**src/rtl/mult_stream_pkg.sv**
```systemverilog
// Shared definitions for the multiplier product stream: default widths,
// the accumulator FSM state type and a constant clog2 helper.
package mult_stream_pkg;

    localparam int PROD_W_DEF  = 32;
    localparam int ACC_W_DEF   = 48;
    localparam int MAX_LEN_DEF = 1024;

    typedef enum logic {
        ACCUM = 1'b0,
        DONE  = 1'b1
    } acc_state_t;

    // Smallest r with 2**r >= v; used as clog2(MAX_LEN+1) for the beat counter.
    function automatic int clog2(input int v);
        int r;
        r = 0;
        for (int i = 0; i < 31; i++) begin
            if ((1 << i) < v) begin
                r = i + 1;
            end
        end
        return r;
    endfunction

endpackage

```
**src/rtl/product_accumulator.sv**
```systemverilog
// Sums a stream of unsigned products into a wide accumulator and presents
// one dot-product result per vector (closed by in_last or MAX_LEN beats).
module product_accumulator
    import mult_stream_pkg::*;
#(
    parameter int PROD_W  = PROD_W_DEF,
    parameter int ACC_W   = ACC_W_DEF,
    parameter int MAX_LEN = MAX_LEN_DEF,
    localparam int CNT_W  = clog2(MAX_LEN + 1)
) (
    input  logic              clk,
    input  logic              rst,
    input  logic              in_valid,
    input  logic [PROD_W-1:0] in_product,
    input  logic              in_last,
    output logic              in_ready,
    output logic              out_valid,
    input  logic              out_ready,
    output logic [ACC_W-1:0]  out_sum,
    output logic [CNT_W-1:0]  out_count,
    output logic              out_overflow,
    output logic              out_forced
);

    // Handshake: a beat transfers on a rising edge where in_valid & in_ready;
    // a result transfers where out_valid & out_ready. A held result stays
    // stable until it transfers, and in_ready looks through to out_ready so
    // a retiring result and a new beat can share one cycle.

    acc_state_t         state;
    logic [ACC_W-1:0]   acc;
    logic [CNT_W-1:0]   cnt;
    logic               ovf;

    logic               accept;
    logic [ACC_W:0]     sum_wide;
    logic [ACC_W-1:0]   sum_next;
    logic               carry;
    logic [CNT_W-1:0]   cnt_next;
    logic               closing;

    assign in_ready = (state == ACCUM) | out_ready;
    assign accept   = in_valid & in_ready;

    // One extra bit captures the wrap out of the accumulator.
    assign sum_wide = {1'b0, acc} + (ACC_W + 1)'(in_product);
    assign sum_next = sum_wide[ACC_W-1:0];
    assign carry    = sum_wide[ACC_W];
    assign cnt_next = cnt + 1'b1;
    assign closing  = in_last | (cnt_next == CNT_W'(MAX_LEN));

    always_ff @(posedge clk or posedge rst) begin
        if (rst) begin
            state        <= ACCUM;
            acc          <= '0;
            cnt          <= '0;
            ovf          <= 1'b0;
            out_valid    <= 1'b0;
            out_sum      <= '0;
            out_count    <= '0;
            out_overflow <= 1'b0;
            out_forced   <= 1'b0;
        end else begin
            if (state == DONE && out_ready) begin
                out_valid <= 1'b0;
                state     <= ACCUM;
            end
            // A closing beat overrides the retire above, giving back-to-back results.
            if (accept) begin
                if (closing) begin
                    out_sum      <= sum_next;
                    out_count    <= cnt_next;
                    out_overflow <= ovf | carry;
                    out_forced   <= ~in_last;
                    out_valid    <= 1'b1;
                    state        <= DONE;
                    acc          <= '0;
                    cnt          <= '0;
                    ovf          <= 1'b0;
                end else begin
                    acc <= sum_next;
                    cnt <= cnt_next;
                    ovf <= ovf | carry;
                end
            end
        end
    end

endmodule

```
**config.mk**
```make
export PLATFORM = sky130hd
export DESIGN_NAME = product_accumulator
export DESIGN_NICKNAME = d
export VERILOG_FILES = /design/src/rtl/mult_stream_pkg.sv /design/src/rtl/product_accumulator.sv
export SDC_FILE = /design/constraint.sdc
export NUM_CORES = 1
export LEC_CHECK = 0
export BUFFER_PORTS_ARGS = -buffer_cell sky130_fd_sc_hd__buf_2
export CORE_ASPECT_RATIO = 0.7
export CORE_MARGIN = 4
export CORE_UTILIZATION = 57
export DETAILED_ROUTE_END_ITERATION = 8
export GPL_TIMING_DRIVEN = 0
export PLACE_DENSITY = 0.79
export SYNTH_ARGS = -nofsm -noshare
export SYNTH_HDL_FRONTEND = slang
export SYNTH_SLANG_ARGS = --single-unit
```
**constraint.sdc**
```tcl
create_clock -name clk -period 4.4 [get_ports clk]
set_input_delay 0.44 -clock clk [delete_from_list [all_inputs] [get_ports clk]]
set_output_delay 0.44 -clock clk [all_outputs]
set_load 0.05 [all_outputs]
```
==> impl_metrics.csv, run 1 <==
group,metric,value,unit
global_route,antenna_found_initial,0,
critical_path,cp.arrival,3.71,ns
floorplanning,die_w,140,um
synthesis,synth_nets,817,
critical_path,ff2ff_path_depth,11,
synthesis,netlist_instances,745,
critical_path,worstPathRequired,4.69,ns
global_route,grt_max_degree,85,
floorplanning,die_area,0.0141,mm^2
critical_path,endpoint_kind,"register",
detailed_routing,drt_pass1_iterations,6,
place,port_buffers,99,
place,place_area,0.00769,mm^2
layout,diodes,0,
min_path,min-delay-path-class,"in -> async",
clock_network,cts_setup_buffers,0,
clock_network,cts_max_level,4,
layout,drive_above_1_share,0.174,
synthesis,yosysWarnings,0,
detailed_routing,routedWlPerCell,18.7,um
clock_network,worstSkewPairLatency,0.42,ns
global_route,grtUsageTotal,0.283,
critical_path,cpPeakStageDelay,0.53,ns
clock_network,cts_root_buf,"clkbuf_16",
timing,rsz0062_at_grt,"no",
synthesis,synth_edf_count,0,
outcome,status,"completed",
layout,areaGrowthSynthToFinish,19.5,%
timing,max_freq,0.292,GHz
detailed_routing,drt_iter0_drc,452,
critical_path,cp_max_fo,10,
synthesis,ys_seq_elements,123,
timing,setup_viol,0,
synthesis,yosysMostFrequentCell,"nand2_1",
floorplanning,die_h,100,um
synthesis,synth_top_area_share,0.442,
timing,drv_slew,0,
critical_path,timing.rr.end,"out_sum[36]",
layout,fin_util,0.705,
synthesis,avgSynthCellArea,9.35,um^2
critical_path,crit_path_cell_trace,"ha_1, and3_1, a221oi_1, or4_4, a211oi_2, o2111ai_1, a31oi_2, buf_6, and3_4, xnor2_1, o21ai_2",
clock_network,cts.sinks,123,
clock_network,tritoncts,"done",
clock_network,cts_buffer_depth,2,
timing,skew,0.0149,ns
global_route,grt_overflow,0,
critical_path,reg2reg_from,"acc[5]",
synthesis,synth_commonest_cells,"129 x nand2_1, 123 x dfrtp_1, 53 x o21ai_1",
floorplanning,start_util,0.590,
floorplanning,core-area,0.0118,mm^2
critical_path,crit_end,"out_sum[36]",
pwr,power_density,692,mW/mm^2
critical_path,crit_path_start_kind,"register",
clock_network,hold_buffers,0,
timing,maxSlewHeadroom,0.421,
clock_network,clk_pin_slew,0.06,ns
pwr,power_leakage,3.97,nW
synthesis,synth_top_area_cell,"dfrtp_1",
detailed_routing,viasPerCell,6.03,
timing,min_period_over_period,0.779,
synthesis,synthFlopType,"dfrtp_1",
place,gp_congestion,1.02,
place,dpl.hpwl,14200,um
detailed_routing,drc,0,
critical_path,path_class,"reg -> reg",
floorplanning,std_cell_rows,33,
timing,worst_pin_slew,0.868,ns
global_route,grt_pass1_wl,31600,um
critical_path,cp-startpoint,"acc[5]",
detailed_routing,antenna_left,0,
global_route,grt_pass1_vias,6259,
synthesis,synth.distinct_cells,62,
synthesis,synth_top_cells_by_area,"dfrtp_1 44%, nand2_1 7.0%, ha_1 6.1%",
floorplanning,io_pins,100,
detailed_routing,num_vias,6239,
layout,final_nets,936,
synthesis,synthArstFlopShare,1.00,
clock_network,postCtsResizedCells,0,
synthesis,synth_area,0.00697,mm^2
flow_run,maxCapViolations,0,
critical_path,slowest_stage,"or4_4",
layout,finish.instance_area,0.00833,mm^2
timing,finalCriticalPeriod,3.43,ns
timing,hold_viol,0,
synthesis,seq_area_frac_synth,0.442,
detailed_routing,drt-total-wl,19400,um
clock_network,cts_buffers,17,
pwr,total_power,5.76,mW
critical_path,regToRegSetupSlack,0.97,ns
pwr,vdd_drop_max,420,uV
==> worst min path at each step <==
stage                          from    endpoint  slack (ns)  cells after the start
after floorplan             acc[13]     acc[13]        0.44                      2
after global routing            rst  out_sum[0]        0.05                      2
after CTS                       rst  out_sum[0]        0.01                      2
after global placement    out_valid   out_valid        0.46                      2
final                           rst  out_sum[0]       0.006                      2
after detailed placement        rst  out_sum[0]        0.46                      2
==> placed cells by master (no fill, tap or decap), types with 4 or more instances in the layout <==
cell type	instances
a211oi_1	4
nand2b_1	5
a21o_1	25
o21bai_1	4
o211ai_1	4
nand4_1	9
nand3_1	17
nor2_1	26
inv_1	8
mux2_1	22
a22oi_1	4
xor2_1	22
buf_1	8
o31ai_1	20
nand2_1	129
o21ai_0	37
clkinv_4	5
and3_1	7
ha_1	34
buf_2	108
dfrtp_1	123
a21oi_1	45
and2_1	5
clkbuf_16	17
bufinv_16	4
a22o_1	15
o21ai_1	53
clkbuf_1	22
a31oi_1	4
xnor2_1	33
nor3_1	8
==> per-stage QoR <==
step	setup TNS [ns]	worst slack, ns	instances	hold slack, ns
5_1_grt	0	0.807	1034	0.0454
3_3_place_gp	-69.81	-0.574	1001	0.457
3_5_place_dp	0	0.973	1002	0.464
2_1_floorplan	0	0.689	745	0.443
6_report	0	0.972	1034	0.00631
4_1_cts	0	1.08	1034	0.0143
==> area by class of cell <==
| cell class | count | area (um^2) |
|---|---|---|
| buffer | 39 | 165 |
| timing repair buffer | 100 | 523 |
| fill | 935 | 3480 |
| clock inverter | 13 | 193 |
| sequential | 123 | 3080 |
| clock buffer | 19 | 443 |
| multi-input combinational | 574 | 3690 |
| inverter | 9 | 38.8 |
| tap | 157 | 196 |
==> routing by layer <==
layer / part of all wire / wire (um) / track usage
met1: 0.45 / 8770 / 0.412
met2: 0.43 / 8360 / 0.412
met3: 0.092 / 1780 / 0.0683
met4: 0.024 / 456 / 0.112
met5: 0 / 0 / 0
==> registers in the layout, indices dropped and copies added (netlist names) <==
register      cells
out_overflow      1
out_sum          48
out_valid         1
cnt              11
out_forced        1
ovf               1
acc              48
state             1
out_count        11
==> cell families (layout without fill, tap and decap cells) <==
family          after synthesis  count (layout)  synth area share
fa+ha+maj                    35              35            0.0639
mux                          22              22            0.0356
simple gates                226             226             0.148
compound gates              236             236             0.213
xor+xnor                     55              55            0.0691
buf+inv                      48             180            0.0286
flops                       123             123             0.442
==> critical path, delay by kind of cell (launching register included) <==
family | cells | cell delay, ns
compound gates | 5 | 1.21
xor+xnor | 1 | 0.15
fa+ha+maj | 1 | 0.39
buf+inv | 1 | 0.21
flops | 1 | 0.38
simple gates | 3 | 0.95
==> where the power goes <==
group	internal [mW]	switching [mW]	leakage, nW
logic	0.837	1.78	2.06
registers	1.44	0.194	1.61
clock network	0.968	0.545	0.304
No activity file was read; power rests on OpenSTA's default activity.
==> run 2, diff against run 1 <==
==> constraint.sdc (replaced) <==
create_clock -name clk -period 3.3 [get_ports clk]
set_input_delay 0.33 -clock clk [delete_from_list [all_inputs] [get_ports clk]]
set_output_delay 0.33 -clock clk [all_outputs]
set_load 0.05 [all_outputs]
==> run 2 against run 1 <==
Net effect: non-clock buffer count stayed put; utilization is 0.68 points higher; sequential power is 34% higher; final cell count hardly changed; via count is 1.7% higher; register-to-register slack worse by 0.87 ns; clock power is 36% higher; sequential share of layout area is 0.35 points lower; clock-buffer cell count stayed put; first-iteration DRC count is 27% higher; largest cell class unchanged; highest routed layer unchanged.
==> impl_metrics.csv, run 2 (synthesized netlist as in run 1, its figures left out) <==
group,metric,value,unit
timing,setup_viol,0,
clock_network,hold_buffers,0,
floorplanning,die_w,140,um
critical_path,worstPathRequired,3.61,ns
detailed_routing,drt_pass1_iterations,5,
clock_network,cts_root_buf,"clkbuf_16",
floorplanning,io_pins,100,
clock_network,cts.sinks,123,
floorplanning,die_area,0.0141,mm^2
pwr,power_leakage,3.98,nW
layout,n_fill_cell,920,
detailed_routing,num_vias,6343,
floorplanning,start_util,0.590,
timing,min_period_over_period,0.970,
clock_network,clk_pin_slew,0.06,ns
place,gp_congestion,0.965,
clock_network,worstSkewPairLatency,0.42,ns
critical_path,timing.rr.end,"acc[45]",
timing,maxSlewHeadroom,0.401,
timing,finalCriticalPeriod,3.20,ns
layout,final_common_cell,"nand2_1",
flow_run,maxCapViolations,0,
pwr,vdd_drop_max,679,uV
global_route,grt_overflow,0,
floorplanning,die_h,100,um
critical_path,path_class,"reg -> reg",
critical_path,regToRegSetupSlack,0.1,ns
timing,drv_slew,0,
clock_network,cts_buffers,17,
layout,areaGrowthSynthToFinish,20.7,%
pwr,power_density,928,mW/mm^2
global_route,grt_pass1_vias,6158,
detailed_routing,routedWlPerCell,19.3,um
global_route,antenna_found_initial,0,
layout,final_nets,936,
place,place_area,0.00770,mm^2
outcome,status,"completed",
detailed_routing,drt_iter0_drc,576,
clock_network,cts_buffer_depth,2,
layout,fin_util,0.712,
clock_network,tritoncts,"done",
detailed_routing,drt-total-wl,20000,um
layout,layout_common_cells,"129 x nand2_1, 123 x dfrtp_1, 108 x buf_2",
critical_path,cp.arrival,3.51,ns
timing,rsz0062_at_grt,"no",
critical_path,cp_max_fo,7,
global_route,grt_pass1_wl,31700,um
critical_path,ff2ff_path_depth,11,
layout,drive_above_1_share,0.186,
layout,diodes,0,
detailed_routing,drc,0,
detailed_routing,antenna_left,0,
critical_path,endpoint_kind,"register",
global_route,grt_max_degree,44,
place,dpl.hpwl,14400,um
floorplanning,core-area,0.0118,mm^2
critical_path,crit_path_start_kind,"register",
global_route,grtUsageTotal,0.285,
detailed_routing,viasPerCell,6.14,
clock_network,cts_max_level,4,
timing,hold_viol,0,
layout,biggestRegsByFlops,"acc x48, out_sum x48",
critical_path,reg2reg_from,"acc[12]",
timing,max_freq,0.312,GHz
floorplanning,std_cell_rows,33,
min_path,min-delay-path-class,"in -> async",
layout,finish.instance_area,0.00841,mm^2
place,port_buffers,99,
timing,skew,0.00669,ns
timing,worst_pin_slew,0.897,ns
run 2: stage by stage:
step	instances	hold WS [ns]	power, mW	setup TNS, ns	worst slack (ns)
finish	1033	0.0846	7.80	0	0.0976
global route	1033	0.164	8.18	0	0.000439
CTS	1033	0.114	7.71	0	0.0265
detailed placement	1003	0.463	5.62	-0.135	-0.0429
global placement	1001	0.456	5.51	0	0.000293
floorplan	745	0.416	4.79	0	0.505
run 2: critical path, stage by stage (launching register included):
cell and delay [ns]:
dfrtp_1 0.39, ha_1 0.27, clkbuf_1 0.27, o211ai_1 0.12, o21ai_1 0.23, nand3_1 0.13, a2111o_1 0.45, nand4_1 0.16
nand4b_1 0.33, a211oi_4 0.40, o21ai_0 0.13, a22o_1 0.22
run 2: cell type report:
type                       count  area [um^2]  share of cell area
timing repair buffer         102          543              0.0646
tap                          157          196              0.0234
sequential                   123         3080               0.366
multi-input combinational    574         3750               0.447
buffer                        37          158              0.0188
inverter                       9         37.5             0.00446
clock buffer                  19          443              0.0527
clock inverter                12          196              0.0234
run 2: layer usage:
metal / wire length (um) / track usage / vias to the layer above
met5: 0 / 0 / -
met4: 449 / 0.0975 / 0
met3: 1860 / 0.0574 / 49
met2: 8690 / 0.431 / 344
met1: 8980 / 0.413 / 3044
li1: - / - / 2906
run 2: worst max-delay path by stage:
stage / startpoint / to / cells after the start
after global placement: in_product[11] / out_sum[36] / 12
after CTS: acc[0] / out_sum[36] / 12
after floorplan: acc[0] / out_sum[28] / 11
after detailed placement: in_product[1] / out_sum[43] / 11
final: acc[12] / acc[45] / 11
after global routing: acc[0] / acc[30] / 11
run 2: what timing repair did:
action	CTS	global route
hold endpoints to repair	0	0
setup endpoints to repair	9	104
pin swaps	0	2
setup buffers	0	1
gates resized for setup	1	11
run 2: where the power goes:
group,internal [mW],switching [mW],leakage [nW]
combinational,1.13,2.43,2.06
clock,1.35,0.695,0.305
sequential,1.92,0.267,1.61
total,4.41,3.39,3.98
==> run 3, diff against run 2 <==
--- a/config.mk
+++ b/config.mk
@@ -9,6 +9,7 @@
 export CORE_ASPECT_RATIO = 0.7
 export CORE_MARGIN = 4
 export CORE_UTILIZATION = 57
+export CTS_BUF_LIST = sky130_fd_sc_hd__clkbuf_8
 export DETAILED_ROUTE_END_ITERATION = 8
 export GPL_TIMING_DRIVEN = 0
 export PLACE_DENSITY = 0.79
==> run 3 against run 2 <==
Net effect: sequential power about the same; largest cell class unchanged; largest power group unchanged; critical path type unchanged; clock power down 25%; die area unchanged.
==> impl_metrics.csv, run 3 (synthesized netlist as in run 1, its figures left out) <==
group,metric,value,unit
outcome,status,"completed",
global_route,grt_pass1_wl,31500,um
layout,fin_util,0.695,
clock_network,cts_root_buf,"clkbuf_8",
detailed_routing,drt_iter0_drc,610,
global_route,grt_max_degree,44,
place,dp_cells,1003,
clock_network,cts.sinks,123,
detailed_routing,routedLengthMet1,8910,um
place,dpl.hpwl,14400,um
clock_network,cts_max_level,4,
detailed_routing,drt-total-wl,19600,um
detailed_routing,viasPerCell,6.15,
pwr,power_density,884,mW/mm^2
flow_run,maxCapViolations,0,
timing,hold_viol,0,
floorplanning,die_w,140,um
floorplanning,std_cell_rows,33,
layout,final_common_cell,"nand2_1",
pwr,vdd_drop_max,685,uV
timing,worst_pin_slew,0.905,ns
timing,drv_slew,0,
layout,areaGrowthSynthToFinish,17.8,%
floorplanning,core-area,0.0118,mm^2
detailed_routing,num_vias,6351,
global_route,antenna_found_initial,0,
timing,setup_viol,0,
detailed_routing,antenna_left,0,
layout,n_fill_cell,968,
pwr,power_leakage,3.90,nW
critical_path,endpoint_kind,"register",
timing,skew,0.0134,ns
clock_network,cts_buffers,17,
clock_network,worstSkewPairLatency,0.43,ns
detailed_routing,dr_wl_met3,1760,um
global_route,grt_overflow,0,
floorplanning,io_pins,100,
critical_path,timing.rr.end,"out_sum[36]",
critical_path,ff2ff_path_depth,11,
timing,finalCriticalPeriod,3.22,ns
critical_path,crit_path_start_kind,"register",
clock_network,clk_pin_slew,0.08,ns
floorplanning,die_area,0.0141,mm^2
pwr,total_power,7.26,mW
layout,final_nets,936,
place,port_buffers,99,
critical_path,reg2reg_from,"acc[5]",
detailed_routing,drt_pass1_iterations,5,
global_route,grtUsageTotal,0.280,
timing,min_period_over_period,0.976,
timing,max_freq,0.311,GHz
detailed_routing,met2_length,8570,um
floorplanning,die_h,100,um
floorplanning,start_util,0.590,
timing,maxSlewHeadroom,0.395,
layout,diodes,0,
detailed_routing,drc,0,
detailed_routing,top_layer,"met4",
global_route,grt_pass1_vias,6138,
layout,layout_common_cells,"129 x nand2_1, 123 x dfrtp_1, 108 x buf_2",
clock_network,cts_buffer_depth,2,
clock_network,tritoncts,"done",
critical_path,path_class,"reg -> reg",
critical_path,cp_max_fo,10,
min_path,min-delay-path-class,"in -> async",
critical_path,regToRegSetupSlack,0.08,ns
detailed_routing,routedWlPerCell,18.9,um
layout,instances_no_fill,1033,
critical_path,cp.arrival,3.53,ns
critical_path,worstPathRequired,3.61,ns
layout,drive_above_1_share,0.185,
layout,biggestRegsByFlops,"acc x48, out_sum x48",
place,gp_congestion,0.965,
run 3: per-layer routing:
layer | track usage | up-vias
li1 | - | 2904
met1 | 0.412 | 3072
met2 | 0.421 | 346
met3 | 0.0522 | 29
met4 | 0.0938 | 0
met5 | 0 | -
run 3: repair_timing:
| item | in CTS | in global routing |
|---|---|---|
| setup endpoints to repair | 5 | 111 |
| gates resized for setup | 1 | 10 |
| pin swaps | 1 | 3 |
| setup buffers | 1 | 0 |
| hold buffers | 0 | 0 |
run 3: final cells by class:
cell class | instances | area, um^2 | share of cell area
clock buffers | 18 | 248 | 0.0302
plain buffers | 37 | 158 | 0.0192
flip-flops and latches | 123 | 3080 | 0.375
clock inverters | 13 | 200 | 0.0244
well taps | 157 | 196 | 0.0239
repair buffers | 102 | 543 | 0.0661
multi-input cells | 574 | 3750 | 0.457
inverters | 9 | 37.5 | 0.00457
run 3: worst max-delay path by stage:
stage,startpoint,to,slack [ns],depth (start not counted)
floorplan,acc[0],out_sum[28],0.51,11
global placement,in_product[11],out_sum[36],0.0003,12
detailed placement,in_product[1],out_sum[43],-0.04,11
CTS,acc[0],out_sum[36],0.02,12
global route,acc[5],out_sum[36],-0.01,11
finish,acc[5],out_sum[36],0.08,11
run 3: report_power, final:
group	leakage [nW]	internal, mW	switching [mW]	total [mW]
Clock	0.222	0.909	0.629	1.54
Combinational	2.06	1.13	2.40	3.54
Sequential	1.61	1.92	0.265	2.18
run 3: stage by stage:
step           setup TNS (ns)  area, um^2  worst slack, ns  hold slack, ns
2_1_floorplan               0        6970            0.505           0.416
3_3_place_gp                0        7660         0.000293           0.456
3_5_place_dp           -0.135        7700          -0.0429           0.463
4_1_cts                     0        8160           0.0200          0.0895
5_1_grt               -0.0119        8210          -0.0119           0.123
6_report                    0        8210           0.0797          0.0558
run 3: worst max-delay path, stage by stage (launching register included):
cell	delay (ns)
dfrtp_1	0.38
ha_1	0.39
and3_1	0.24
a221oi_2	0.09
or4_4	0.53
a211oi_4	0.34
o2111ai_2	0.21
a31oi_4	0.31
buf_6	0.19
and3_4	0.21
xnor2_1	0.15
o21ai_2	0.06
